==> src/rtl/llc_fifo_reader.sv <==
// Pop-side drain engine for the LLC FIFOs: pops head words into a small buffer and presents them on a registered valid/ready channel.
// Define LLC_RD_SKID_EN for a 2-entry skid buffer (one word per cycle); otherwise a single entry is used.
module llc_fifo_reader #(
  parameter int DATA_WIDTH = 32,
  parameter int CNT_WIDTH  = 16
) (
  input  logic                  clk_i,
  input  logic                  rst_ni,
  input  logic                  flush_i,
  input  logic                  fifo_empty_i,
  input  logic [DATA_WIDTH-1:0] fifo_data_i,
  output logic                  fifo_pop_o,
  output logic                  out_valid_o,
  input  logic                  out_ready_i,
  output logic [DATA_WIDTH-1:0] out_data_o,
  output logic [1:0]            occupancy_o,
  output logic [CNT_WIDTH-1:0]  xfer_cnt_o
);

`ifdef LLC_RD_SKID_EN
  localparam logic [1:0] CAP = 2'd2;
`else
  localparam logic [1:0] CAP = 2'd1;
`endif

  typedef enum logic [1:0] {
    EMPTY = 2'd0,
    ONE   = 2'd1,
    TWO   = 2'd2
  } state_e;

  state_e                state_q;
  logic                  valid_q;
  logic [DATA_WIDTH-1:0] head_q;
  logic [DATA_WIDTH-1:0] tail_q;
  logic [CNT_WIDTH-1:0]  xfer_q;
  logic                  pop;
  logic                  hs;

  // Pop depends only on FIFO state, flush and local occupancy, never on out_ready_i.
  assign pop = ~fifo_empty_i & ~flush_i & (state_q < CAP);
  assign hs  = valid_q & out_ready_i;

  // Entries shift toward head_q so the output word is always a plain register.
  always_ff @(posedge clk_i or negedge rst_ni) begin
    if (!rst_ni) begin
      state_q <= EMPTY;
      valid_q <= 1'b0;
      head_q  <= '0;
      tail_q  <= '0;
      xfer_q  <= '0;
    end else begin
      if (hs) xfer_q <= xfer_q + 1'b1;
      if (flush_i) begin
        state_q <= EMPTY;
        valid_q <= 1'b0;
      end else begin
        unique case (state_q)
          EMPTY: begin
            if (pop) begin
              head_q  <= fifo_data_i;
              state_q <= ONE;
              valid_q <= 1'b1;
            end
          end
          ONE: begin
            if (pop && hs) begin
              head_q <= fifo_data_i;
            end else if (pop) begin
              tail_q  <= fifo_data_i;
              state_q <= TWO;
            end else if (hs) begin
              state_q <= EMPTY;
              valid_q <= 1'b0;
            end
          end
          TWO: begin
            if (hs) begin
              head_q  <= tail_q;
              state_q <= ONE;
            end
          end
          default: begin
            state_q <= EMPTY;
            valid_q <= 1'b0;
          end
        endcase
      end
    end
  end

  assign fifo_pop_o  = pop;
  assign out_valid_o = valid_q;
  assign out_data_o  = head_q;
  assign xfer_cnt_o  = xfer_q;
`ifdef LLC_RD_SKID_EN
  assign occupancy_o = state_q;
`else
  assign occupancy_o = {1'b0, state_q[0]};
`endif

endmodule

==> config.mk <==
export PLATFORM = sky130hd
export DESIGN_NAME = llc_fifo_reader
export DESIGN_NICKNAME = d
export VERILOG_FILES = /design/src/rtl/llc_fifo_reader.sv
export SDC_FILE = /design/constraint.sdc
export NUM_CORES = 1
export LEC_CHECK = 0
export ABC_AREA = 1
export CAP_MARGIN = 20
export CORE_MARGIN = 2
export CORE_UTILIZATION = 52
export CTS_CLUSTER_SIZE = 25
export DETAILED_ROUTE_END_ITERATION = 10
export PLACE_DENSITY_LB_ADDON = 0.1
export SYNTH_ARGS = -nofsm -noshare
export SYNTH_HDL_FRONTEND = slang
export SYNTH_SLANG_ARGS = --single-unit
==> constraint.sdc <==
create_clock -name clk_i -period 4.2 [get_ports clk_i]
set_clock_uncertainty 0.2 [all_clocks]
set_input_delay 1.05 -clock clk_i [delete_from_list [all_inputs] [get_ports clk_i]]
set_output_delay 1.05 -clock clk_i [all_outputs]
set_load 0.02 [all_outputs]
==> results of run 1 <==
[area by class of cell]
class                      count  share of cell area, %
sequential                    83                   46.8
multi-input combinational    208                   25.1
timing repair buffer          88                   20.2
clock buffer                  11                   3.18
tap                           77                   2.17
clock inverter                 5                   1.38
inverter                      15                   1.27
[stage by stage]
step | worst slack, ns | instance area [um2] | hold WS [ns]
final | 0.511 | 4440 | 0.180
after global routing | 0.423 | 4440 | 0.191
after CTS | 0.510 | 4410 | 0.185
after detailed placement | 0.516 | 4210 | 0.166
after global placement | 0.557 | 4210 | 0.165
after floorplan | 1.55 | 3460 | 0.230
[registers in the layout, summed over array words and instances, names as in the netlist]
| name | cells |
|---|---|
| state_q | 2 |
| xfer_cnt_o | 16 |
| tail_q | 32 |
| out_valid_o | 1 |
| out_data_o | 32 |
[final timing paths]
check	start	end	slack, ns	depth (start not counted)
min in group asynchronous	rst_ni	xfer_cnt_o[7]	0.33	1
worst max register to register	state_q[0]	out_data_o[1]	1.75	6
worst min-delay path	tail_q[6]	tail_q[6]	0.18	0
max in group asynchronous	rst_ni	xfer_cnt_o[3]	2.91	2
worst min register to register	tail_q[6]	tail_q[6]	0.18	0
worst max-delay path	flush_i	fifo_pop_o	0.51	5
[critical path, cell delays in order]
cell                              delay [ns]
sky130_fd_sc_hd__clkdlybuf4s50_1        0.47
sky130_fd_sc_hd__nor2_1                 0.14
sky130_fd_sc_hd__nand2_1                0.12
sky130_fd_sc_hd__inv_1                  0.07
sky130_fd_sc_hd__clkdlybuf4s50_1        0.59
[cell families after synthesis]
logic type,synth area share (%)
fa+ha+maj,0.361
simple gates,21.8
compound gates,7.38
buf+inv,7.81
other cells,0.108
xor+xnor,2.53
flops,60.0
[synthesized netlist by cell type, types with 3 or more instances]
| master | instances |
|---|---|
| sky130_fd_sc_hd__nand2_1 | 96 |
| sky130_fd_sc_hd__clkbuf_1 | 37 |
| sky130_fd_sc_hd__inv_2 | 4 |
| sky130_fd_sc_hd__nor2_1 | 13 |
| sky130_fd_sc_hd__xnor2_1 | 6 |
| sky130_fd_sc_hd__dfrtp_1 | 83 |
| sky130_fd_sc_hd__inv_1 | 11 |
| sky130_fd_sc_hd__nand4_1 | 7 |
| sky130_fd_sc_hd__buf_4 | 5 |
| sky130_fd_sc_hd__buf_6 | 3 |
| sky130_fd_sc_hd__o211ai_1 | 33 |
| sky130_fd_sc_hd__nand3_1 | 5 |
| sky130_fd_sc_hd__xor2_1 | 4 |
| sky130_fd_sc_hd__or2_2 | 31 |
[power groups by stage]
stage / sequential [mW] / combinational [mW] / clock, mW
floorplan: 1.05 / 0.120 / 0
CTS: 0.942 / 0.461 / 0.588
global placement: 0.956 / 0.450 / 0
global route: 0.953 / 0.494 / 0.620
detailed placement: 0.956 / 0.459 / 0
finish: 0.941 / 0.457 / 0.571
[routing by layer]
| layer | global-route usage [%] | vias up |
|---|---|---|
| met4 | 7.65 | 0 |
| li1 | - | 1210 |
| met3 | 3.85 | 7 |
| met1 | 27.7 | 1213 |
| met5 | 0 | - |
| met2 | 33.7 | 67 |
==> impl_results.rst, run 1 <==
.. list-table::
   :header-rows: 1

   * - Metric
     - Value
   * - Result of the run
     - completed
   * - Most used cells in the layout excluding fill and tap cells
     - sky130_fd_sc_hd__nand2_1 (96), sky130_fd_sc_hd__clkdlybuf4s50_1 (86), sky130_fd_sc_hd__dfrtp_1 (83), sky130_fd_sc_hd__o211ai_1 (33), sky130_fd_sc_hd__or2_2 (31)
   * - Switching Fraction
     - ~29%
   * - Worst-skew pair later-pin latency
     - ~0.33 ns
   * - Worst-path clk slew
     - 0.08 ns
   * - Number of placement rows
     - 29
   * - Sequential share of power
     - 47.8%
   * - Leak
     - 2.13 nW
   * - Area used by multi-input combinational logic
     - 1110 um2
   * - Worst hold-check path type
     - reg -> reg
   * - Met2 wirelength from detailed routing
     - 3390 um
   * - Clock Sinks
     - 83
   * - Worst Path Max Fanout
     - 4
   * - Setup violation total in the final timing report
     - 0
   * - Final #Nets
     - about 440
   * - Number of antenna violations at the first check in global routing
     - 0
   * - Shortest period the worst path allows
     - ~3.7 ns
   * - Post-CTS setup buffer count
     - 0
   * - Global-route wire length before repair
     - 11900 um
   * - Proportion of netlist area held by the largest area contributor
     - about three fifths
   * - Endpoint arrival time on the critical path
     - approximately 2.4 ns
   * - Endpoint kind of the worst setup timing path
     - output port
   * - TritonCTS clock tree
     - done
   * - TritonCTS buffer count
     - 9
   * - Fin crit share
     - 87.8%
   * - Maximum clock path buffer count
     - 2
   * - Met3 wire length
     - 328 um
   * - Routed via count
     - 2497
   * - Top layer in use
     - met4
   * - Total number of yosys warnings
     - 0
   * - Number of global-route vias before repair
     - 2582
   * - Buffer cell driving the clock tree root
     - sky130_fd_sc_hd__clkbuf_8
   * - Number of flops mapped to enable cells by yosys
     - 0
   * - Initial core utilization
     - 54.2%
   * - # fillers
     - around 500
   * - Sum of routed wire segments on met1
     - 3110 um
   * - Required time at the worst-slack endpoint
     - 2.95 ns
   * - Cell count after synthesis
     - 352
   * - VDD IR max
     - 0.000248 V
   * - CP Launch Type
     - input port
   * - RSZ-0062 raised after global routing
     - no
   * - Number of top-level pins
     - 89
   * - Count of hold buffers inserted by post-cts repair
     - 0
   * - Vertical die dimension
     - 85.6 um
   * - Power Internal
     - 1.40 mW
   * - 1st-iter DRT viols
     - 86
   * - Number of cells in the design after placement
     - 470
   * - Count of unique library cells instantiated by Yosys
     - 26
   * - Area growth syn-to-layout
     - 28.3%
   * - Fraction of final layout cells with drive strength greater than 1
     - 14.1%
   * - Switching power summed over all nets
     - 0.567 mW
   * - Average cell area after synthesis
     - 9.83 um2
   * - Maximum number of pins on one net before global-route repair
     - between 80 and 90
   * - Area of the placeable core
     - between 6000 and 7000 um2
   * - Part of the total power dissipated in combinational logic
     - roughly 23%
   * - Least-Margin Pin Slew
     - 0.647 ns
   * - Detailed-route vias per instance
     - 5.13
   * - Relative slew slack
     - 56.8%
   * - Flip-flop cell with the highest count after synthesis
     - sky130_fd_sc_hd__dfrtp_1
   * - Routability congestion estimate from global placement
     - 0.867
   * - Max-capacitance violation count
     - 0
   * - Number of detailed-route iterations in the first pass
     - 4
   * - FMAX
     - 0.271 GHz
   * - H-tree depth
     - 3
   * - Count of instances resized after the clock tree is built
     - 0
   * - Aggregate global-route resource usage
     - 20.6%
   * - Count of buffers from port buffering
     - 87
   * - Post-DP HPWL
     - around 4600 um
   * - Die area
     - roughly 7300 um2
   * - Sequential fraction of the synthesis area
     - 60.0%
   * - Share of total power in the clock network
     - 29.0%
   * - Average wire length per cell after detail routing
     - 14.2 um
   * - Cell Area, Synth
     - 3460 um2
   * - Final wirelength
     - 6910 um
   * - Max-slew violation count
     - 0
   * - Setup CP Type
     - in -> out
   * - Register area
     - just over 2000 um2
   * - Total power per unit cell area
     - between 400 and 500 nW/um2
   * - Async set or reset register ratio after synthesis
     - 100%
   * - Fin util
     - 69.6%
   * - Most common cell after layout, fill and taps aside
     - sky130_fd_sc_hd__nand2_1
   * - Leading area contributor after synthesis
     - sky130_fd_sc_hd__dfrtp_1
   * - Die width
     - 85.6 um
   * - Accumulated negative setup slack
     - 0 ns
   * - Inserted Diodes
     - 0
   * - Final hold vios
     - 0
   * - DR DRC count
     - 0
   * - Leading cell types by total area after synthesis
     - sky130_fd_sc_hd__dfrtp_1 (60%), sky130_fd_sc_hd__nand2_1 (10%), sky130_fd_sc_hd__o211ai_1 (7.2%)
   * - Total chip power
     - 1.97 mW
   * - Aggregate global routing overflow
     - 0
   * - Number of nets with antenna violations after detailed routing
     - 0
   * - Post-Synthesis Net Count
     - 390
   * - Synthesized flop and latch total
     - between 80 and 90
   * - Post-Layout Cell Count
     - ~490
(Power assumes the default switching activity.)
==> inputs of run 2 (changes only) <==
Settings changed: CORE_UTILIZATION 52 to 60, DONT_BUFFER_PORTS set to 1.
==> impl_results.rst, run 2 (synthesis gave the netlist of run 1 again) <==
.. list-table::
   :header-rows: 1

   * - Metric
     - Value
   * - Number of top-level pins
     - 89 (unchanged)
   * - Number of antenna violations at the first check in global routing
     - 0 (unchanged)
   * - Origin of the critical flop-to-flop path
     - state_q[0]
   * - Final hold vios
     - 0 (unchanged)
   * - Maximum number of pins on one net before global-route repair
     - 84 (unchanged)
   * - Worst-skew pair later-pin latency
     - 0.35 ns (+0.02 ns)
   * - Final #Nets
     - 355 (-20%)
   * - Most used cells in the layout excluding fill and tap cells
     - sky130_fd_sc_hd__nand2_1 (96), sky130_fd_sc_hd__dfrtp_1 (83), sky130_fd_sc_hd__o211ai_1 (33), sky130_fd_sc_hd__or2_2 (31), sky130_fd_sc_hd__nor2_1 (13)
   * - Final wirelength
     - 6060 um (-12%)
   * - Routed via count
     - 2099 (-16%)
   * - Least-Margin Pin Slew
     - 0.619 ns (-0.0279 ns)
   * - Die area
     - 6390 um2 (-13%)
   * - Relative slew slack
     - 58.6% (+1.9 points)
   * - Number of detailed-route iterations in the first pass
     - 4 (unchanged)
   * - Maximum clock path buffer count
     - 2 (unchanged)
   * - Fraction of final layout cells with drive strength greater than 1
     - 17.4% (+3.3 points)
   * - Busiest layer in global routing
     - met2
   * - Area growth syn-to-layout
     - 2.60%
   * - # fillers
     - 448 (-9.7%)
   * - Post-route design area
     - 3550 um2 (-20%)
   * - Count of hold buffers inserted by post-cts repair
     - 0 (unchanged)
   * - Number of nets with antenna violations after detailed routing
     - 0 (unchanged)
   * - Count of buffers from port buffering
     - 0 (-100%)
   * - DR DRC count
     - 0 (unchanged)
   * - Detailed-route vias per instance
     - 5.34 (+4.2%)
   * - Max-slew violation count
     - 0 (unchanged)
   * - Aggregate global-route resource usage
     - 21.5% (+0.88 points)
   * - Clock Sinks
     - 83 (unchanged)
   * - Area of the placeable core
     - 5540 um2 (-13%)
   * - Global-route wire length before repair
     - 10300 um (-14%)
   * - Die width
     - 79.9 um (-6.6%)
   * - Shortest period the worst path allows
     - 2.70 ns (-0.993 ns)
   * - Post-DP HPWL
     - 3930 um (-15%)
   * - Fin crit share
     - 64.2% (-24 points)
   * - Average wire length per cell after detail routing
     - 15.4 um (+8.8%)
   * - Required time at the worst-slack endpoint
     - 2.95 ns (about the same)
   * - Setup violation total in the final timing report
     - 0 (unchanged)
   * - Number of placement rows
     - 27 (-6.9%)
   * - Count of instances resized after the clock tree is built
     - 0 (unchanged)
   * - Buffer cell driving the clock tree root
     - sky130_fd_sc_hd__clkbuf_8
   * - Worst Path Max Fanout
     - 4 (unchanged)
   * - Accumulated negative setup slack
     - 0 ns (unchanged)
   * - 1st-iter DRT viols
     - 104 (+21%)
   * - Post-detailed-placement cell area
     - 3340 um2 (-21%)
   * - Worst hold-check path type
     - reg -> reg
   * - Met2 global-route usage
     - 31.4% (-2.2 points)
   * - Most common cell after layout, fill and taps aside
     - sky130_fd_sc_hd__nand2_1
   * - Leak
     - 1.80 nW (-15%)
   * - HP Start
     - tail_q[23]
   * - Result of the run
     - completed
   * - Setup CP Type
     - in -> out
   * - Endpoint kind of the worst setup timing path
     - output port
   * - Worst-path clk slew
     - 0.07 ns (about the same)
   * - CP Launch Type
     - input port
   * - H-tree depth
     - 3 (unchanged)
   * - TritonCTS clock tree
     - done
   * - Endpoint arrival time on the critical path
     - 1.45 ns (-0.99 ns)
   * - Vertical die dimension
     - 79.9 um (-6.6%)
   * - Post-CTS setup buffer count
     - 0 (unchanged)
   * - Total chip power
     - 1.80 mW (-8.7%)
   * - Max-capacitance violation count
     - 0 (unchanged)
   * - Global routing met3 resource utilization
     - 7.01% (+3.2 points)
   * - RSZ-0062 raised after global routing
     - no
   * - Total power per unit cell area
     - 506 nW/um2 (+14%)
   * - VDD IR max
     - 0.000237 V (-4.6%)
   * - Met1 layer usage reported by global route
     - 28.8% (+1.1 points)
   * - Initial core utilization
     - 62.5% (+8.3 points)
   * - Number of global-route vias before repair
     - 2068 (-20%)
   * - TritonCTS buffer count
     - 9 (unchanged)
   * - FMAX
     - 0.371 GHz (+37%)
   * - Aggregate global routing overflow
     - 0 (unchanged)
   * - Source of the critical timing path
     - flush_i
   * - Routability congestion estimate from global placement
     - 0.792 (-8.7%)
   * - Inserted Diodes
     - 0 (unchanged)
run 2: power breakdown:
group | internal (mW) | switching, mW | total, mW
clock network | 0.334 | 0.278 | 0.612
logic | 0.0585 | 0.0689 | 0.127
registers | 0.880 | 0.179 | 1.06
run 2: layout make-up:
cell class | count | area (um2) | share of cell area (%)
flip-flops and latches | 83 | 2080 | 58.5
multi-input cells | 208 | 1110 | 31.4
clock buffers | 9 | 124 | 3.49
clock inverters | 6 | 90.1 | 2.54
well taps | 72 | 90.1 | 2.54
inverters | 15 | 56.3 | 1.59
run 2: worst paths after layout:
| path | cells past startpoint | end | slack [ns] |
|---|---|---|---|
| max in group asynchronous | 0 | tail_q[20] | 3.49 |
| worst min register to register | 0 | tail_q[23] | 0.18 |
| worst min-delay path | 0 | tail_q[23] | 0.18 |
| worst max-delay path | 3 | fifo_pop_o | 1.50 |
| worst max register to register | 6 | out_data_o[18] | 1.75 |
| min in group asynchronous | 0 | out_data_o[26] | 0.19 |
run 2: routing by layer:
metal	part of all wire, %	vias to the layer above
met3	6.4	11
met5	0	-
met4	2.0	0
met1	46	984
met2	45	70
li1	-	1034
run 2: per-stage QoR:
stage / utilization, % / worst slack, ns / hold slack, ns / cells
floorplan: - / 1.55 / 0.230 / 352
global placement: 60.2 / 1.53 / 0.165 / 378
detailed placement: 60.2 / 1.50 / 0.166 / 378
CTS: 64.1 / 1.50 / 0.167 / 393
global route: 64.1 / 1.45 / 0.164 / 393
finish: 64.1 / 1.50 / 0.178 / 393
run 2: critical path: stages:
cell and delay (ns):
sky130_fd_sc_hd__nor2_1 0.09, sky130_fd_sc_hd__nand2_1 0.12, sky130_fd_sc_hd__inv_1 0.18
==> inputs of run 3 (changes only) <==
Clock period 4.2 ns to 2.8 ns, I/O delays scaled along.
==> impl_results.rst, run 3 (synthesis gave the netlist of run 1 again) <==
.. list-table::
   :header-rows: 1

   * - Metric
     - Value
   * - Top layer in use
     - met4
   * - Post-detailed-placement cell area
     - 3350 um2 (+0.45%)
   * - Relative slew slack
     - 58.9% (+0.32 points)
   * - Area growth syn-to-layout
     - 3.36%
   * - Cells along the critical path
     - nor2_1 -> nand2_1 -> inv_1
   * - Fraction of final layout cells with drive strength greater than 1
     - 18.0% (+0.51 points)
   * - Number of detailed-route iterations in the first pass
     - 4 (unchanged)
   * - Post-Layout Cell Count
     - 395 (+0.51%)
   * - Final hold vios
     - 83 (+83)
   * - Worst-path clk slew
     - 0.09 ns (+0.02 ns)
   * - Most used cells in the layout excluding fill and tap cells
     - sky130_fd_sc_hd__nand2_1 (96), sky130_fd_sc_hd__dfrtp_1 (83), sky130_fd_sc_hd__o211ai_1 (33), sky130_fd_sc_hd__or2_2 (31), sky130_fd_sc_hd__nor2_1 (13)
   * - Failing checks
     - hold timing
   * - Destination of the worst register-to-register timing path
     - out_data_o[1]
   * - Flop-to-flop setup slack
     - 0.91 ns (-0.84 ns)
   * - Die area
     - 6390 um2 (unchanged)
   * - Number of global-route vias before repair
     - 2096 (+1.4%)
   * - Accumulated negative setup slack
     - 0 ns (unchanged)
   * - Shortest period the worst path allows
     - ~2.2 ns
   * - Routability congestion estimate from global placement
     - 0.800 (+1.0%)
   * - Leak
     - 1.82 nW (+1.1%)
   * - Setup crit end
     - fifo_pop_o
   * - Buffer cell driving the clock tree root
     - sky130_fd_sc_hd__clkbuf_8
   * - Clock Sinks
     - 83 (unchanged)
   * - Setup violation total in the final timing report
     - 0 (unchanged)
   * - Number of placement rows
     - 27 (unchanged)
   * - Setup CP Type
     - reg -> out
   * - Average wire length per cell after detail routing
     - 15.7 um (+2.0%)
   * - Total power per unit cell area
     - 766 nW/um2 (+51%)
   * - Number of top-level pins
     - 89 (unchanged)
   * - Sum of routed wire segments on met1
     - 2870 um (+2.6%)
   * - Met2 wirelength from detailed routing
     - 2850 um (+3.4%)
   * - Maximum clock path buffer count
     - 2 (unchanged)
   * - Maximum number of pins on one net before global-route repair
     - 84 (unchanged)
   * - Post-DP HPWL
     - 3990 um (+1.6%)
   * - Crit-path slowest cell
     - sky130_fd_sc_hd__dfrtp_1
   * - Count of buffers from port buffering
     - 0 (unchanged)
   * - Worst Hold Slack
     - -0.153 ns (-0.331 ns)
   * - Worst Path Max Fanout
     - 4 (unchanged)
   * - Pre-CTS setup slack
     - 0.795 ns (-0.707 ns)
   * - Aggregate global routing overflow
     - 0 (unchanged)
   * - Least-Margin Pin Slew
     - 0.615 ns (-0.00416 ns)
   * - Endpoint kind of the worst setup timing path
     - output port
   * - DR DRC count
     - 0 (unchanged)
   * - Routed via count
     - 2078 (-1.0%)
   * - CP Launch Type
     - flop
   * - Origin of the critical flop-to-flop path
     - state_q[0]
   * - Fin crit share
     - 80.3%
   * - Detailed-route vias per instance
     - 5.26 (-1.5%)
   * - Required time at the worst-slack endpoint
     - 1.90 ns (-1.05 ns)
   * - Global-route wire length before repair
     - 10300 um (+0.41%)
   * - Number of nets with antenna violations after detailed routing
     - 0 (unchanged)
   * - RSZ-0062 raised after global routing
     - no
   * - Number of antenna violations at the first check in global routing
     - 0 (unchanged)
   * - 1st-iter DRT viols
     - 91 (-13%)
   * - Aggregate global-route resource usage
     - 21.5% (about the same)
   * - Met3 wire length
     - 419 um (+8.3%)
   * - Worst-case reg-to-reg path depth
     - 6 (unchanged)
   * - Setup slack of the critical path after layout
     - 0.550 ns (-0.954 ns)
   * - Most common cell after layout, fill and taps aside
     - sky130_fd_sc_hd__nand2_1
   * - Source of the critical timing path
     - state_q[0]
   * - Final #Nets
     - 357 (+0.56%)
   * - Vertical die dimension
     - 79.9 um (unchanged)
   * - Initial core utilization
     - 62.5% (unchanged)
   * - FMAX
     - 0.445 GHz
   * - TritonCTS clock tree
     - done
   * - Max-slew violation count
     - 0 (unchanged)
   * - Result of the run
     - complete, but fails checks
   * - Die width
     - 79.9 um (unchanged)
   * - Delay of the slowest cell on the worst path
     - 0.51 ns (+0.33 ns)
   * - TritonCTS buffer count
     - 9 (unchanged)
   * - H-tree depth
     - 3 (unchanged)
   * - Number of cells in the design after placement
     - 380 (+0.53%)
   * - Area of the placeable core
     - 5540 um2 (unchanged)
   * - Max-capacitance violation count
     - 0 (unchanged)
   * - Inserted Diodes
     - 0 (unchanged)
   * - Endpoint arrival time on the critical path
     - 1.35 ns (-0.10 ns)
   * - # fillers
     - 449 (+0.22%)
   * - Final wirelength
     - 6220 um (+2.5%)
   * - Total chip power
     - 2.74 mW (+52%)
   * - Post-route design area
     - 3580 um2 (+0.74%)
   * - Fin util
     - 64.6% (+0.47 points)
   * - VDD IR max
     - 0.000412 V (+74%)
   * - Worst-skew pair later-pin latency
     - 0.34 ns (about the same)
   * - Worst hold-check path type
     - in -> async
[run 3: cell types whose count changed in the layout (fill, tap and decap cells not counted), sizes merged]
cell / change
buf: +2
clkinvlp: -1
inv: -1
clkbuf: +2
[run 3: timing repair]
item	4_1_cts	5_1_grt
buffers inserted	0	0
hold endpoints to repair	83	83
resized for setup	0	0
[run 3: critical path, delay by kind of cell (launching register included)]
family                 cells  cell delay, ns
buffers and inverters      1            0.18
DFF                        1            0.51
and+or+nand+nor            2            0.32
[run 3: worst min path at each step]
stage                from             end  slack (ns)  depth (start not counted)
2_1_floorplan      rst_ni   out_data_o[0]        0.20                          0
3_3_place_gp   tail_q[28]      tail_q[28]        0.17                          0
3_5_place_dp   tail_q[13]      tail_q[13]        0.17                          0
4_1_cts            rst_ni  out_data_o[26]       -0.17                          0
5_1_grt            rst_ni  out_data_o[26]       -0.19                          0
6_report           rst_ni  out_data_o[26]       -0.15                          0
[run 3: power by group]
part           switching (mW)  internal [mW]  total (mW)  leakage [nW]
combinational           0.105         0.0901       0.195         0.617
clock                   0.408          0.546       0.954         0.115
sequential              0.270           1.32        1.59          1.09
[run 3: cell type report]
class,count,area (um2),share of cell area [%]
Clock buffer,11,151,4.23
Clock inverter,4,73.8,2.06
Inverter,15,56.3,1.57
Multi-Input combinational cell,208,1110,31.1
Sequential cell,83,2080,58.1
Tap cell,72,90.1,2.52
Timing Repair Buffer,2,15.0,0.420
[run 3: routing by layer]
metal | up-vias | GRT usage (%)
met5 | - | 0
met4 | 0 | 8.98
met1 | 966 | 29.1
met2 | 62 | 31.0
met3 | 7 | 8.26
li1 | 1043 | -
